`src/rtl/data_bus_demux.sv`:
```
// Address-decoding demultiplexer from one req/gnt/rvalid data master to NumSlaves regions.
// Keeps responses in order by only letting one target have transactions in flight at a time.
module data_bus_demux #(
  parameter int NumSlaves      = 3,
  parameter int AddrWidth      = 32,
  parameter int DataWidth      = 32,
  parameter int MaxOutstanding = 2,
  parameter logic [NumSlaves*AddrWidth-1:0] SlaveBase = '0,
  parameter logic [NumSlaves*AddrWidth-1:0] SlaveMask = '0
) (
  input  logic                                   clk,
  input  logic                                   rst,
  input  logic                                   m_req_i,
  output logic                                   m_gnt_o,
  input  logic [AddrWidth-1:0]                   m_addr_i,
  input  logic                                   m_we_i,
  input  logic [DataWidth/8-1:0]                 m_be_i,
  input  logic [DataWidth-1:0]                   m_wdata_i,
  output logic                                   m_rvalid_o,
  output logic [DataWidth-1:0]                   m_rdata_o,
  output logic                                   m_err_o,
  output logic [NumSlaves-1:0]                   s_req_o,
  output logic [NumSlaves*AddrWidth-1:0]         s_addr_o,
  output logic                                   s_we_o,
  output logic [DataWidth/8-1:0]                 s_be_o,
  output logic [DataWidth-1:0]                   s_wdata_o,
  input  logic [NumSlaves-1:0]                   s_gnt_i,
  input  logic [NumSlaves-1:0]                   s_rvalid_i,
  input  logic [NumSlaves*DataWidth-1:0]         s_rdata_i,
  input  logic [NumSlaves-1:0]                   s_err_i,
  output logic [$clog2(MaxOutstanding+1)-1:0]    outstanding_o
);

  localparam int TgtW = $clog2(NumSlaves + 1);
  localparam int CntW = $clog2(MaxOutstanding + 1);
  // Target index NumSlaves stands for the internal error responder.
  localparam logic [TgtW-1:0] ErrTgt = TgtW'(NumSlaves);

  logic [TgtW-1:0] tgt;
  logic [TgtW-1:0] cur_tgt;
  logic [CntW-1:0] cnt;
  logic            err_pending;
  logic            allowed;

  assign s_we_o        = m_we_i;
  assign s_be_o        = m_be_i;
  assign s_wdata_o     = m_wdata_i;
  assign outstanding_o = cnt;

  for (genvar g = 0; g < NumSlaves; g++) begin : g_local_addr
    assign s_addr_o[g*AddrWidth +: AddrWidth] =
      m_addr_i - SlaveBase[g*AddrWidth +: AddrWidth];
  end

  // Scan from the top so the lowest-indexed overlapping region wins.
  always_comb begin
    tgt = ErrTgt;
    for (int i = NumSlaves - 1; i >= 0; i--) begin
      if ((m_addr_i & ~SlaveMask[i*AddrWidth +: AddrWidth]) ==
          SlaveBase[i*AddrWidth +: AddrWidth]) begin
        tgt = TgtW'(i);
      end
    end
  end

  assign allowed = (cnt == '0) ||
                   ((tgt == cur_tgt) && (tgt != ErrTgt) &&
                    (cnt < CntW'(MaxOutstanding)));

  always_comb begin
    s_req_o = '0;
    m_gnt_o = 1'b0;
    if (!rst && m_req_i && allowed) begin
      if (tgt == ErrTgt) begin
        m_gnt_o = 1'b1;
      end else begin
        for (int i = 0; i < NumSlaves; i++) begin
          if (tgt == TgtW'(i)) begin
            s_req_o[i] = 1'b1;
            m_gnt_o    = s_gnt_i[i];
          end
        end
      end
    end
  end

  // Responses only come from the current target; anything else is dropped.
  always_comb begin
    m_rvalid_o = 1'b0;
    m_err_o    = 1'b0;
    m_rdata_o  = '0;
    if (!rst) begin
      if (cur_tgt == ErrTgt) begin
        m_rvalid_o = err_pending;
        m_err_o    = 1'b1;
      end else begin
        for (int i = 0; i < NumSlaves; i++) begin
          if (cur_tgt == TgtW'(i)) begin
            m_rvalid_o = (cnt != '0) && s_rvalid_i[i];
            m_err_o    = s_err_i[i];
            m_rdata_o  = s_rdata_i[i*DataWidth +: DataWidth];
          end
        end
      end
    end
  end

  always_ff @(posedge clk or posedge rst) begin
    if (rst) begin
      cnt         <= '0;
      cur_tgt     <= '0;
      err_pending <= 1'b0;
    end else begin
      if (m_gnt_o) begin
        cur_tgt <= tgt;
      end
      if (m_gnt_o && !m_rvalid_o) begin
        cnt <= cnt + CntW'(1);
      end else if (!m_gnt_o && m_rvalid_o) begin
        cnt <= cnt - CntW'(1);
      end
      if (m_gnt_o && (tgt == ErrTgt)) begin
        err_pending <= 1'b1;
      end else if (m_rvalid_o && (cur_tgt == ErrTgt)) begin
        err_pending <= 1'b0;
      end
    end
  end

endmodule

```
`config.mk`:
```
export PLATFORM = sky130hd
export DESIGN_NAME = data_bus_demux
export DESIGN_NICKNAME = d
export VERILOG_FILES = /design/src/rtl/data_bus_demux.sv
export SDC_FILE = /design/constraint.sdc
export NUM_CORES = 1
export LEC_CHECK = 0
export ABC_AREA = 1
export CAP_MARGIN = 10
export CORE_AREA = 5 5 133 135
export DETAILED_ROUTE_END_ITERATION = 8
export DIE_AREA = 0 0 138 140
export PLACE_DENSITY_LB_ADDON = 0.25
export SYNTH_ARGS = -nofsm -noshare
export SYNTH_HDL_FRONTEND = slang
export SYNTH_SLANG_ARGS = --single-unit
```
`constraint.sdc`:
```
create_clock -name clk -period 3.29 [get_ports clk]
set_clock_uncertainty 0.15 [all_clocks]
set_input_delay 0.987 -clock clk [delete_from_list [all_inputs] [get_ports clk]]
set_output_delay 0.987 -clock clk [all_outputs]
set_load 0.1 [all_outputs]
```
==> flow_metrics.py <==
metrics = {
    "detailed_routing": {
        "avgViaCountPerCell": 3.016,
        "drtAntennaViolNets": 0,
        "vias": 1840,
        "first_pass_iters": 4,
        "drc_errors": 0,
        "wl_per_cell_um": 12.55,
        "drtIter0Drc": 27,
        "routed_wl_um": 7653,
    },
    "global_route": {
        "grt_max_degree": 33,
        "grt_pass1_wl_um": 11620,
        "track_usage": 0.07288,
        "antenna_found_initial": 0,
        "grt_pass1_vias": 2005,
        "grt_overflow": 0,
    },
    "sta": {
        "fin_ws_ps": -19.97,
        "rsz0062_at_grt": "true",
        "fmax_mhz": 302.1,
        "min_period_ps": 3310,
        "tns_ps": -19.97,
        "hold_violations": 0,
        "finalCritPeriodShare": 1.006,
        "setup_violations": 1,
        "whs_ps": 362.9,
        "finalMaxSlewViolations": 0,
    },
    "logic_synthesis": {
        "yosys-top-cells-area": "buf_4 (61%), nor2_1 (13%), nand2_1 (10%)",
        "synthMuxAreaShare": 0,
        "ys_ff_latch": 4,
        "synth_area_leader_cell": "buf_4",
        "synth_edf_count": 0,
        "yosysMostFrequentCell": "buf_4",
        "synthFlopType": "dfrtp_1",
        "synth_top_family_by_area": "buffers and inverters",
        "yosys.area_share.simple": 0.2620,
        "ys_types": 22,
        "synth_area_um2": 1672,
        "synth_fa_ha_area_frac": 0.007485,
        "ys_warn_count": 0,
        "async_reset_ff_frac": 1.000,
        "synthCells": 274,
        "avgSynthCellArea_um2": 6.101,
        "yosysSeqAreaShare": 0.05988,
        "synth-compound-area-share": 0.01272,
        "synth_top_cell_area_share": 0.6063,
        "synthXorXnorAreaFrac": 0.01048,
        "synthTopCellsByCount": "buf_4 (135), nor2_1 (57), nand2_1 (46)",
    },
    "placed_design": {
        "placed_cell_area_um2": 4713,
        "pre_cts_slack_ps": -625.2,
        "dpl.hpwl_um": 6807,
        "place.gp.congestion": 0.6917,
        "dp.cells": 595,
        "io_buffer_count": 203,
    },
    "final_layout": {
        "diodes": 0,
        "design_area_um2": 4865,
        "stdcell_count": 610,
        "nets": 570,
        "post-route-util": 0.2976,
        "syn_to_final_growth_pct": 191.0,
        "drive_gt1_frac": 0.7128,
        "num-fill-cells": 1732,
    },
    "floorplan": {
        "rows": 47,
        "die_h_um": 140,
        "die_area_um2": 19320,
        "io_pins": 350,
        "start_util": 0.1023,
        "core_um2": 16350,
        "chipWidth_um": 138,
    },
    "critical_path": {
        "crit_fanout": 4,
        "criticalPathCategory": "in -> out",
        "critPathRequiredTime_ps": 2150,
        "start_kind": "input port",
        "arrival_ps": 2170,
        "endpoint_kind": "primary output",
    },
    "status": {
        "failed_checks": "negative setup slack",
        "outcome": "complete, but fails checks",
    },
    "clock_tree": {
        "numCtsBuffers": 3,
        "insertion_delay_ps": 220,
        "htree_num_levels": 1,
        "clock-sinks": 4,
        "cts_buffer_depth": 2,
        "cts-root-buf": "clkbuf_16",
        "clk_pin_slew_worst_paths_ps": 30,
        "cts_tree": "built",
    },
    "power": {
        "p_total_mw": 2.527,
        "ir_drop_mv": 0.6726,
        "p_leak_nw": 2.128,
        "p_per_area_nw_per_um2": 519.5,
    },
    "flow_run": {
        "cap_violations": 0,
    },
    "min_path": {
        "hp-class": "reg -> reg",
    },
}
-- worst paths after layout --
path | depth (start not counted) | endpoint | slack (ps) | start
worst max register to register | 16 | cur_tgt[0] | 880 | cur_tgt[0]
worst min-delay path | 1 | outstanding_o[0] | 360 | outstanding_o[0]
max in group asynchronous | 2 | outstanding_o[0] | 2290 | rst
worst max-delay path | 11 | m_gnt_o | -20 | m_addr_i[7]
min in group asynchronous | 2 | cur_tgt[0] | 580 | rst
worst min register to register | 1 | outstanding_o[0] | 360 | outstanding_o[0]
-- layout by cell type (no fill, tap or decap), types with 9 or more instances in the layout --
cell and n:
buf_12 133, buf_6 9, nor2_4 18, nand2_1 42
nor2_1 14, nor2_2 26, clkdlybuf4s50_1 36, buf_2 9
buf_4 52, clkbuf_2 14
-- repair_timing --
| action | 4_1_cts | 5_1_grt |
|---|---|---|
| pin swaps | 33 | 32 |
| cloned | 0 | 0 |
| buffers inserted | 14 | 0 |
| hold buffers | 0 | 0 |
| setup endpoints to repair | 4 | 3 |
| resized for setup | 99 | 51 |
-- power breakdown --
part	switching, mW	internal [mW]	total [mW]
Sequential	0.0247	0.0761	0.101
Clock	0.0323	0.155	0.187
Combinational	1.49	0.748	2.24
Total	1.55	0.979	2.53
-- metal layers --
layer	global-route usage	share of wire	vias to the layer above
met3	0.02931	0.090	6
met4	0.005200	0.0025	0
met2	0.1416	0.56	106
li1	-	-	914
met5	0	0	-
met1	0.07691	0.35	814
-- flip-flops by register name, indices dropped and copies added, names as in the netlist --
register,count
err_pending,1
outstanding_o,2
cur_tgt,1
-- cell type report --
cell class / instances / area (um2) / share of cell area
timing repair buffer: 254 / 3645 / 0.7492
multi-input combinational: 119 / 724.4 / 0.1489
tap: 220 / 275.3 / 0.05658
sequential: 4 / 100.1 / 0.02058
clock buffer: 3 / 75.07 / 0.01543
inverter: 10 / 45.04 / 0.009259
-- critical path, stage by stage --
cell and delay, ps:
buf_8 100, nor2_4 100, nand2_2 60, nor2_2 110
nand2_2 90, nor2_4 170, nand2_2 90, nand2_4 100
nand3_4 80, clkinvlp_4 100, buf_12 170
-- cells by family after synthesis --
logic type               count (synthesis)
adder cells (fa/ha/maj)                  1
flip-flops                               4
buffers and inverters                  152
XOR/XNOR                                 2
AND/OR/NAND/NOR                        110
other                                    1
AO/OA/AOI/OAI                            4
Note: power is estimated with default switching activity, not from simulation.
